$ cat src/rtl/sw_event_arbiter_pkg.sv
// Shared types and helpers for the switch event arbiter: controller states,
// ARM length and the round-robin selection function.
package sw_arb_pkg;

  localparam int ARM_CYCLES = 3;
  localparam int MAX_N      = 8;

  typedef enum logic [1:0] {
    ST_ARM,
    ST_IDLE,
    ST_OFFER,
    ST_GAP
  } state_t;

  typedef struct packed {
    logic       found;
    logic [2:0] idx;
  } pick_t;

  // Scan ptr, ptr+1, ... (mod n) and return the first set pending bit.
  function automatic pick_t rr_pick(input logic [MAX_N-1:0] pend,
                                    input logic [2:0]       ptr,
                                    input int               n);
    pick_t r;
    int    j;
    r = '0;
    for (int k = 0; k < MAX_N; k++) begin
      j = (int'(ptr) + k) % n;
      if (k < n && !r.found && pend[j]) begin
        r.found = 1'b1;
        r.idx   = 3'(j);
      end
    end
    return r;
  endfunction

endpackage

$ cat src/rtl/sw_event_arbiter_if.sv
// Event handshake between the arbiter (master) and the switch-driven FSM (slave).
interface sw_event_arbiter_if #(
  parameter int N = 4
);

  localparam int IW = $clog2(N);

  logic          evt_valid;
  logic          evt_ready;
  logic [N-1:0]  evt_onehot;
  logic [IW-1:0] evt_idx;

  modport master (
    output evt_valid,
    output evt_onehot,
    output evt_idx,
    input  evt_ready
  );

  modport slave (
    input  evt_valid,
    input  evt_onehot,
    input  evt_idx,
    output evt_ready
  );

endinterface

$ cat src/rtl/sw_event_arbiter_sync_edge.sv
// Per-bit 2-FF synchroniser, optional debounce (SW_DEBOUNCE_EN), prev register
// and a registered rise pulse that is suppressed while mask is high.
module sw_sync_edge #(
  parameter int N               = 4,
  parameter int DEBOUNCE_CYCLES = 8
) (
  input  logic         clk,
  input  logic         rst_n,
  input  logic [N-1:0] sw_in,
  input  logic         mask,
  output logic [N-1:0] rise,
  output logic         settled
);

  logic [N-1:0] sync1;
  logic [N-1:0] sync2;
  logic [N-1:0] level;
  logic [N-1:0] prev;
  logic [N-1:0] rise_q;

  // Edge detect runs on the filtered level; masking happens before the
  // register so a level already high at reset release never becomes a request.
  always_ff @(posedge clk or negedge rst_n) begin
    if (!rst_n) begin
      sync1  <= '0;
      sync2  <= '0;
      prev   <= '0;
      rise_q <= '0;
    end else begin
      sync1  <= sw_in;
      sync2  <= sync1;
      prev   <= level;
      rise_q <= level & ~prev & {N{~mask}};
    end
  end

`ifdef SW_DEBOUNCE_EN
  localparam int CW = (DEBOUNCE_CYCLES > 1) ? $clog2(DEBOUNCE_CYCLES) : 1;
  localparam logic [CW-1:0] CNT_LAST = CW'(DEBOUNCE_CYCLES - 1);

  logic [CW-1:0] cnt [N];
  logic [N-1:0]  deb;

  // The debounced level follows sync2 only after it has differed for
  // DEBOUNCE_CYCLES consecutive cycles; any return to the old level restarts.
  always_ff @(posedge clk or negedge rst_n) begin
    if (!rst_n) begin
      deb <= '0;
      for (int i = 0; i < N; i++) cnt[i] <= '0;
    end else begin
      for (int i = 0; i < N; i++) begin
        if (sync2[i] == deb[i]) begin
          cnt[i] <= '0;
        end else if (cnt[i] == CNT_LAST) begin
          deb[i] <= sync2[i];
          cnt[i] <= '0;
        end else begin
          cnt[i] <= cnt[i] + 1'b1;
        end
      end
    end
  end

  assign level   = deb;
  assign settled = (sync1 == deb) && (sync2 == deb) && (prev == deb);
`else
  assign level   = sync2;
  assign settled = 1'b1;
`endif

  assign rise = rise_q;

endmodule

$ cat src/rtl/sw_event_arbiter.sv
// Switch event arbiter: turns switch rising edges into pending requests and grants
// them round-robin over a valid/ready handshake. SW_DEBOUNCE_EN adds debouncing.
module sw_event_arbiter
  import sw_arb_pkg::*;
#(
  parameter int N               = 4,
  parameter int GAP             = 2,
  parameter int DEBOUNCE_CYCLES = 8
) (
  input  logic                   clk,
  input  logic                   rst_n,
  input  logic [N-1:0]           sw_in,
  input  logic                   clr_ovr,
  output logic [N-1:0]           pending,
  output logic                   overrun,
  sw_event_arbiter_if.master     evt
);

  localparam int IW = $clog2(N);
  localparam int GW = (GAP > 1) ? $clog2(GAP) : 1;
  localparam logic [GW-1:0] GAP_LAST = GW'((GAP > 0) ? GAP - 1 : 0);
  localparam logic [1:0]    ARM_LAST = 2'(ARM_CYCLES - 1);

  state_t        state, state_d;
  logic [1:0]    arm_cnt, arm_cnt_d;
  logic [GW-1:0] gap_cnt, gap_cnt_d;
  logic [IW-1:0] ptr, ptr_d;
  logic [IW-1:0] idx_q, idx_d;
  logic [N-1:0]  onehot_q, onehot_d;
  logic [N-1:0]  pending_d;
  logic          overrun_d;
  logic [N-1:0]  rise;
  logic          settled;
  logic          hs;
  logic [N-1:0]  hs_vec;
  pick_t         pick;

  sw_sync_edge #(
    .N               (N),
    .DEBOUNCE_CYCLES (DEBOUNCE_CYCLES)
  ) u_sync_edge (
    .clk     (clk),
    .rst_n   (rst_n),
    .sw_in   (sw_in),
    .mask    (state == ST_ARM),
    .rise    (rise),
    .settled (settled)
  );

  assign hs     = (state == ST_OFFER) && evt.evt_ready;
  assign hs_vec = hs ? onehot_q : '0;
  assign pick   = rr_pick(MAX_N'(pending), 3'(ptr), N);

  // A new rise beats a same-cycle handshake clear, and an overrun set beats clr_ovr.
  always_comb begin
    pending_d = (pending & ~hs_vec) | rise;
    overrun_d = overrun;
    if ((rise & pending & ~hs_vec) != '0) begin
      overrun_d = 1'b1;
    end else if (clr_ovr) begin
      overrun_d = 1'b0;
    end
  end

  always_comb begin
    state_d   = state;
    arm_cnt_d = arm_cnt;
    gap_cnt_d = gap_cnt;
    ptr_d     = ptr;
    idx_d     = idx_q;
    onehot_d  = onehot_q;
    case (state)
      ST_ARM: begin
        if (arm_cnt == ARM_LAST) begin
          if (settled) state_d = ST_IDLE;
        end else begin
          arm_cnt_d = arm_cnt + 1'b1;
        end
      end
      ST_IDLE: begin
        if (pick.found) begin
          idx_d    = IW'(pick.idx);
          onehot_d = {{(N-1){1'b0}}, 1'b1} << pick.idx;
          state_d  = ST_OFFER;
        end
      end
      ST_OFFER: begin
        if (evt.evt_ready) begin
          ptr_d     = (idx_q == IW'(N - 1)) ? '0 : idx_q + 1'b1;
          idx_d     = '0;
          onehot_d  = '0;
          gap_cnt_d = '0;
          state_d   = (GAP > 0) ? ST_GAP : ST_IDLE;
        end
      end
      ST_GAP: begin
        if (gap_cnt == GAP_LAST) begin
          state_d = ST_IDLE;
        end else begin
          gap_cnt_d = gap_cnt + 1'b1;
        end
      end
      default: state_d = ST_ARM;
    endcase
  end

  always_ff @(posedge clk or negedge rst_n) begin
    if (!rst_n) begin
      state    <= ST_ARM;
      arm_cnt  <= '0;
      gap_cnt  <= '0;
      ptr      <= '0;
      idx_q    <= '0;
      onehot_q <= '0;
      pending  <= '0;
      overrun  <= 1'b0;
    end else begin
      state    <= state_d;
      arm_cnt  <= arm_cnt_d;
      gap_cnt  <= gap_cnt_d;
      ptr      <= ptr_d;
      idx_q    <= idx_d;
      onehot_q <= onehot_d;
      pending  <= pending_d;
      overrun  <= overrun_d;
    end
  end

  // Valid comes straight from the state register so async reset drops it at once.
  assign evt.evt_valid  = (state == ST_OFFER);
  assign evt.evt_idx    = idx_q;
  assign evt.evt_onehot = onehot_q;

endmodule

$ cat src/flat_wrapper.sv
// flat-port wrapper written by rule: the top's interface ports become plain ports
module sw_event_arbiter_flat import sw_arb_pkg::*;
#(
  parameter int N               = 4,
  parameter int GAP             = 2,
  parameter int DEBOUNCE_CYCLES = 8
)
  (clk, rst_n, sw_in, clr_ovr, pending, overrun, evt_evt_valid, evt_evt_onehot, evt_evt_idx, evt_evt_ready);
  sw_event_arbiter_if #(.N(N)) evt_i ();
  input  logic clk;
  input  logic rst_n;
  input  logic [N-1:0] sw_in;
  input  logic clr_ovr;
  output logic [N-1:0] pending;
  output logic overrun;
  output wire logic [$bits(evt_i.evt_valid)-1:0] evt_evt_valid;
  output wire logic [$bits(evt_i.evt_onehot)-1:0] evt_evt_onehot;
  output wire logic [$bits(evt_i.evt_idx)-1:0] evt_evt_idx;
  input wire logic [$bits(evt_i.evt_ready)-1:0] evt_evt_ready;
  assign evt_evt_valid = evt_i.evt_valid;
  assign evt_evt_onehot = evt_i.evt_onehot;
  assign evt_evt_idx = evt_i.evt_idx;
  assign evt_i.evt_ready = evt_evt_ready;
  sw_event_arbiter #(.N(N), .GAP(GAP), .DEBOUNCE_CYCLES(DEBOUNCE_CYCLES)) u_core (.clk(clk), .rst_n(rst_n), .sw_in(sw_in), .clr_ovr(clr_ovr), .pending(pending), .overrun(overrun), .evt(evt_i));
endmodule
$ cat config.mk
export PLATFORM = sky130hd
export DESIGN_NAME = sw_event_arbiter_flat
export DESIGN_NICKNAME = d
export VERILOG_FILES = /design/src/rtl/sw_event_arbiter_pkg.sv /design/src/rtl/sw_event_arbiter_if.sv /design/src/rtl/sw_event_arbiter_sync_edge.sv /design/src/rtl/sw_event_arbiter.sv /design/src/flat_wrapper.sv
export SDC_FILE = /design/constraint.sdc
export NUM_CORES = 1
export LEC_CHECK = 0
export ABC_AREA = 1
export CORE_ASPECT_RATIO = 1.25
export CORE_UTILIZATION = 40
export CTS_BUF_LIST = sky130_fd_sc_hd__clkbuf_4 sky130_fd_sc_hd__clkbuf_8
export CTS_CLUSTER_SIZE = 16
export DETAILED_ROUTE_END_ITERATION = 8
export PLACE_DENSITY = 0.63
export SETUP_SLACK_MARGIN = 0.2
export SLEW_MARGIN = 20
export SYNTH_ARGS = -nofsm -noshare
export SYNTH_HDL_FRONTEND = slang
export SYNTH_SLANG_ARGS = --single-unit
$ cat constraint.sdc
create_clock -name clk -period 1.9 [get_ports clk]
set_clock_uncertainty 0.05 [all_clocks]
set_input_delay 0.57 -clock clk [delete_from_list [all_inputs] [get_ports clk]]
set_output_delay 0.57 -clock clk [all_outputs]
set_load 0.01 [all_outputs]
# Word-level counts from Yosys, hierarchy flattened
# Index checks and enable logic that the tools add are counted.
# totals
ff_bits	34
# classes
addsub	6
magnitude_cmp	4
n_eq_ne	9
shift	1
mux	33
bitwise_logic	13
reduce_logical	20
# ops
operator	n
4-bit 2-to-1 mux	7
4-bit AND	5
3-bit by 5-bit < comparator with 1-bit output, second input constant	3
2-bit 2-to-1 mux	7
1-bit 2-to-1 mux	11
1-bit binary-select mux with 3-bit select	3
2-bit equality test, second input constant	4
2-bit by 1-bit != test with 1-bit output, second input constant	4
4-bit NOT	2
2-bit case mux with 4 select lines	1
4-bit case mux with 2 select lines	1
2-bit by 1-bit adder with 2-bit output, second input constant	3
2-bit AND reduction	3
2-bit nonzero test	3
2-bit OR reduction	3
2-bit adder, second input constant	2
1-bit logical AND	4
2-bit by 4-bit < comparator with 1-bit output, second input constant	1
4-bit OR	1
2-bit case mux with 2 select lines	1
4-bit AND reduction	1
4-bit nonzero test	1
1-bit by 3-bit << shifter with 4-bit output, first input constant	1
1-bit AND, first input constant	3
8 further kinds	11

# Longest topological paths before layout
# Gate-level depths: netlist (run 1).
# logic_depth
depth_word	17
depth_mapped	12

# By module
# Synthesis (run 1) repeated with hierarchy kept, for this count alone.
# hier_totals
hier_cells	183
area_unflattened_um2	1649.1
# by_module_without_submodules
mod	n_inst	cells_per_inst	area_each_um2
sw_event_arbiter	1	153	1192.4
sw_sync_edge	1	30	456.7

# Least setup slack after synthesis (run 1)
# OpenSTA, ideal clock, no wires.
# synth_timing
kind	flip-flop to flip-flop
startpoint	register u_core.state[0]
endpoint	register u_core.overrun
setup_time_ns	0.136
arrival_ns	1.461
required_time_ns	1.714
setup_slack_ns	0.254
path_stages_with_launch	12
n_path_buf	0
period_less_slack_ns	1.646
path_cell_list	dfrtp_1 > inv_1 > ha_1 > nand2_1 > inv_1 > nand2_1 > nand2_1 > inv_1 > nand2_1 > nand2_1 > a221oi_1 > o21ai_0
# synth_via
elab_chain_len	7
word_cells_on_any_way	8
# synth_rtl
element	line	rtl
start, declared	sw_event_arbiter.sv:24	state_t state, state_d;
start signal, assigned	sw_event_arbiter.sv:118	state <= state_d;
2-bit equality test *	n/a	
named net evt_evt_valid	flat_wrapper.sv:16	output wire logic [$bits(evt_i.evt_valid)-1:0] evt_evt_valid;
1-bit logical AND *	sw_event_arbiter.sv:50	assign hs = (state == ST_OFFER) && evt.evt_ready;
4-bit 2-to-1 mux *	sw_event_arbiter.sv:51	assign hs_vec = hs ? onehot_q : '0;
4-bit NOT *	sw_event_arbiter.sv:58	if ((rise & pending & ~hs_vec) != '0) begin
4-bit AND *	sw_event_arbiter.sv:58	
4-bit nonzero test *	sw_event_arbiter.sv:58	
1-bit 2-to-1 mux or 2-bit nonzero test (tied branches)	n/a	
end signal, assigned	sw_event_arbiter.sv:125	overrun <= overrun_d;
end, declared	sw_event_arbiter.sv:15	output logic overrun,
# Mark *: on every way through the listed nets, which the timed path passes. The rest lies on a longest branch.
# A chain may end at the register's enable or synchronous reset.

# Worst setup path in the final report (run 1)
# layout_timing
startpoint	register u_core.state[1]
endpoint	output evt_evt_valid
# layout_via
elab_chain_len	1
# layout_rtl
element	line	rtl
2-bit equality test	sw_event_arbiter.sv:130	assign evt.evt_valid = (state == ST_OFFER);
end, declared	flat_wrapper.sv:16	
# Every way passes these cells.

==> impl_metrics.py, run 1 <==
metrics = {
    "outcome": {
        "status": "finished, final reports clean",
    },
    "power_and_ir_drop": {
        "power.internal_uw": 2057,
        "p_sw_uw": 1493,
        "p_leak_uw": 0.001156,
        "seqPwrFrac": 0.291,
        "power_frac_comb": 0.522,
        "p_per_area_mw_per_mm2": 1565,
        "vdd_ir_drop_max_uv": 1098,
        "switching_share": 0.4205,
        "power_frac_clock": 0.187,
    },
    "clocking": {
        "clk_pin_slew_ps": 60,
        "clk_latency_ps": 280,
        "cts.path.max_buffers": 2,
        "hold_buffers": 0,
        "cts.sinks": 34,
        "cts_root_buf": "clkbuf_8",
        "cts_max_level": 2,
        "numCtsBuffers": 5,
        "cts_tree": "built",
    },
    "flow_run": {
        "maxCapViolations": 0,
    },
    "routing": {
        "final_antenna_net_count": 0,
        "drtIter0Drc": 59,
        "drc_errors": 0,
        "post_drt_wl_per_cell_um": 11.64,
        "vias": 1290,
        "drtPass1Iterations": 4,
        "vias_per_cell": 4.640,
        "wirelength_um": 3237,
    },
    "yosys": {
        "netlist_area_mm2": 0.001688,
        "synth_compound_area_frac": 0.03929,
        "ys_types": 27,
        "ys.warnings.count": 0,
        "synth_nets": 199,
        "synthAdderAreaFrac": 0.05189,
        "ys_top_cells_by_area": "dfrtp_1, nand2_1, ha_1",
        "synth-seq-area-share": 0.5041,
        "synth_xor_xnor_area_share": 0.005189,
        "synth_simple_gate_area_frac": 0.3395,
        "synth_area_leader_cell": "dfrtp_1",
        "synthMuxAreaShare": 0,
        "avgSynthCellArea_um2": 9.173,
        "synth_top_family_by_area": "simple AND/OR/NAND/NOR gates",
        "syn_inst": 184,
        "ys_ff_latch": 34,
        "synth_top_area_share": 0.5041,
    },
    "die": {
        "core_area_mm2": 0.004066,
        "start_util": 0.4151,
        "die_x_um": 60.10,
        "die_area_mm2": 0.004485,
        "rows": 26,
        "boundaryPins": 20,
        "die_h_um": 74.63,
    },
    "cells_and_area": {
        "most-common-layout-cells": "nand2_1, dfrtp_1, inv_1, nand2_2, dlygate4sd2_1",
        "area_growth_pct": 34.40,
        "final_common_cell": "nand2_1",
        "drive_gt1_frac": 0.3378,
        "diodes": 0,
        "final_cell_count_no_fill": 278,
        "nNetsFinal": 237,
    },
    "critical_path": {
        "crit_type": "register to output pin",
        "crit_path_end_kind": "output pin",
        "crit_start": "u_core.state[1]",
        "crit_fanout": 4,
        "r2r-start": "u_core.ptr[0]",
        "start_kind": "register",
        "crit_required_ps": 1280,
        "crit_arrival_ps": 1010,
    },
    "timing": {
        "finalSetupViolations": 0,
        "fmax_mhz": 614.7,
        "tightest_slew_ps": 225.3,
        "fin_crit_ps": 1627,
        "hold_viol": 0,
        "grt_setup_unrepaired": "yes",
        "fin_crit_sh": 0.8562,
        "slew_violations": 0,
        "slew_headroom": 0.8498,
        "tns_ps": 0,
    },
    "global_routing": {
        "grt-ovfl-total": 0,
        "grt_max_degree": 35,
        "grtUsageTotal": 0.1675,
        "grt_first_pass_wirelength_um": 5464,
        "grt_pass1_vias": 1295,
        "antenna_found_initial": 0,
    },
    "place": {
        "gp_congestion": 0.8468,
        "placed_cells": 263,
        "hpwl_um": 2222,
        "io_buffer_count": 19,
    },
    "worst_hold_path": {
        "hp-class": "register to register",
        "min_from": "u_core.u_sync_edge.sync1[2]",
    },
}
cells in the mapped netlist:
library cell,count
nor2_4,1
ha_1,7
nand3_1,3
nor2_8,1
inv_1,20
nand2_1,63
nor2_2,2
o31ai_1,1
nand3_2,5
o21ai_0,6
a21oi_1,1
clkinv_1,1
dfrtp_1,34
buf_6,1
o21ai_1,3
a221oi_1,1
nand2_4,4
or2_2,6
nand2_2,9
nor2_1,3
xor2_1,1
inv_2,3
nand4_4,1
nand4_2,1
nand4_1,1
nor3b_1,4
nand3b_1,1
layout make-up:
type	count	area, um^2
Multi-Input combinational cell	125	839.6
Fill cell	379	1798
Timing Repair Buffer	32	297.8
Tap cell	56	70.07
Sequential cell	34	853.3
Clock inverter	1	30.03
Inverter	24	95.09
Clock buffer	6	82.58
power groups by stage:
| stage | combinational (uW) | sequential (uW) | clock [uW] |
|---|---|---|---|
| finish | 1850 | 1030 | 663 |
| global route | 2070 | 1050 | 717 |
| CTS | 1560 | 1020 | 686 |
| detailed placement | 1550 | 1050 | 0 |
| global placement | 1540 | 1050 | 0 |
| floorplan | 1120 | 1040 | 0 |
metrics by stage:
step	setup WS, ps	power [uW]	hold slack, ps	instance area [um^2]	util
final	273.2	3550	297.8	2268	0.5578
after detailed placement	-159.1	2598	286.2	1987	0.4886
after CTS	44.35	3264	300.8	2116	0.5203
after floorplan	253.5	2157	224.4	1688	-
after global routing	170.0	3837	305.2	2268	0.5578
after global placement	-109.4	2583	283.5	1987	0.4886
path summary, 6_finish.rpt:
kind                                          endpoint  slack [ps]  depth (start not counted)
hold / removal             u_core.u_sync_edge.level[2]         300                          0
setup / recovery                         evt_evt_valid         270                          2
max in group asynchronous                u_core.ptr[1]        1020                          2
min in group asynchronous        u_core.evt.evt_idx[0]         600                          2
hold reg to reg            u_core.u_sync_edge.level[2]         300                          0
setup reg to reg              u_core.evt.evt_onehot[3]         280                         10
per-layer routing:
metal | wire [um] | global-route usage
met2 | 1745 | 0.2796
met4 | 100 | 0.1034
met3 | 82 | 0.03780
met5 | 0 | 0
met1 | 1309 | 0.1928
repair_timing:
| action | in CTS | in global routing |
|---|---|---|
| resized for setup | 15 | 38 |
| buffers inserted | 4 | 4 |
| setup endpoints to repair | 18 | 10 |
| pin swaps | 0 | 14 |
cell families (layout without fill, tap and decap cells):
logic type                 Yosys count  after routing
AOI/OAI and AO/OA                   12             12
xor gates and xnor gates             1              1
adders and majority gates            7              7
buffers and inverters               25             63
DFF                                 34             34
and+or+nand+nor                    105            105
state kept, by name (all words and copies together), names as in the netlist:
signal                    count
u_core.pending                4
u_core.overrun                1
u_core.u_sync_edge.level      4
u_core.u_sync_edge.prev       4
u_core.evt.evt_idx            2
u_core.u_sync_edge.rise       4
u_core.gap_cnt                1
u_core.ptr                    2
u_core.arm_cnt                2
u_core.state                  2
u_core.u_sync_edge.sync1      4
u_core.evt.evt_onehot         4
critical path, stage by stage, from the launching register on:
cell and delay (ps):
dfrtp_1 430, ha_4 190, buf_6 120
Note: power is estimated with default switching activity, not from simulation.
==> run 2, diff against run 1 <==
--- a/config.mk
+++ b/config.mk
@@ -6,6 +6,7 @@
 export NUM_CORES = 1
 export LEC_CHECK = 0
 export ABC_AREA = 1
+export CAP_MARGIN = 25
 export CORE_ASPECT_RATIO = 1.25
 export CORE_UTILIZATION = 40
 export CTS_BUF_LIST = sky130_fd_sc_hd__clkbuf_4 sky130_fd_sc_hd__clkbuf_8
==> results of run 2 <==
The final DEF is identical to that of run 1; final timing and power are the same.
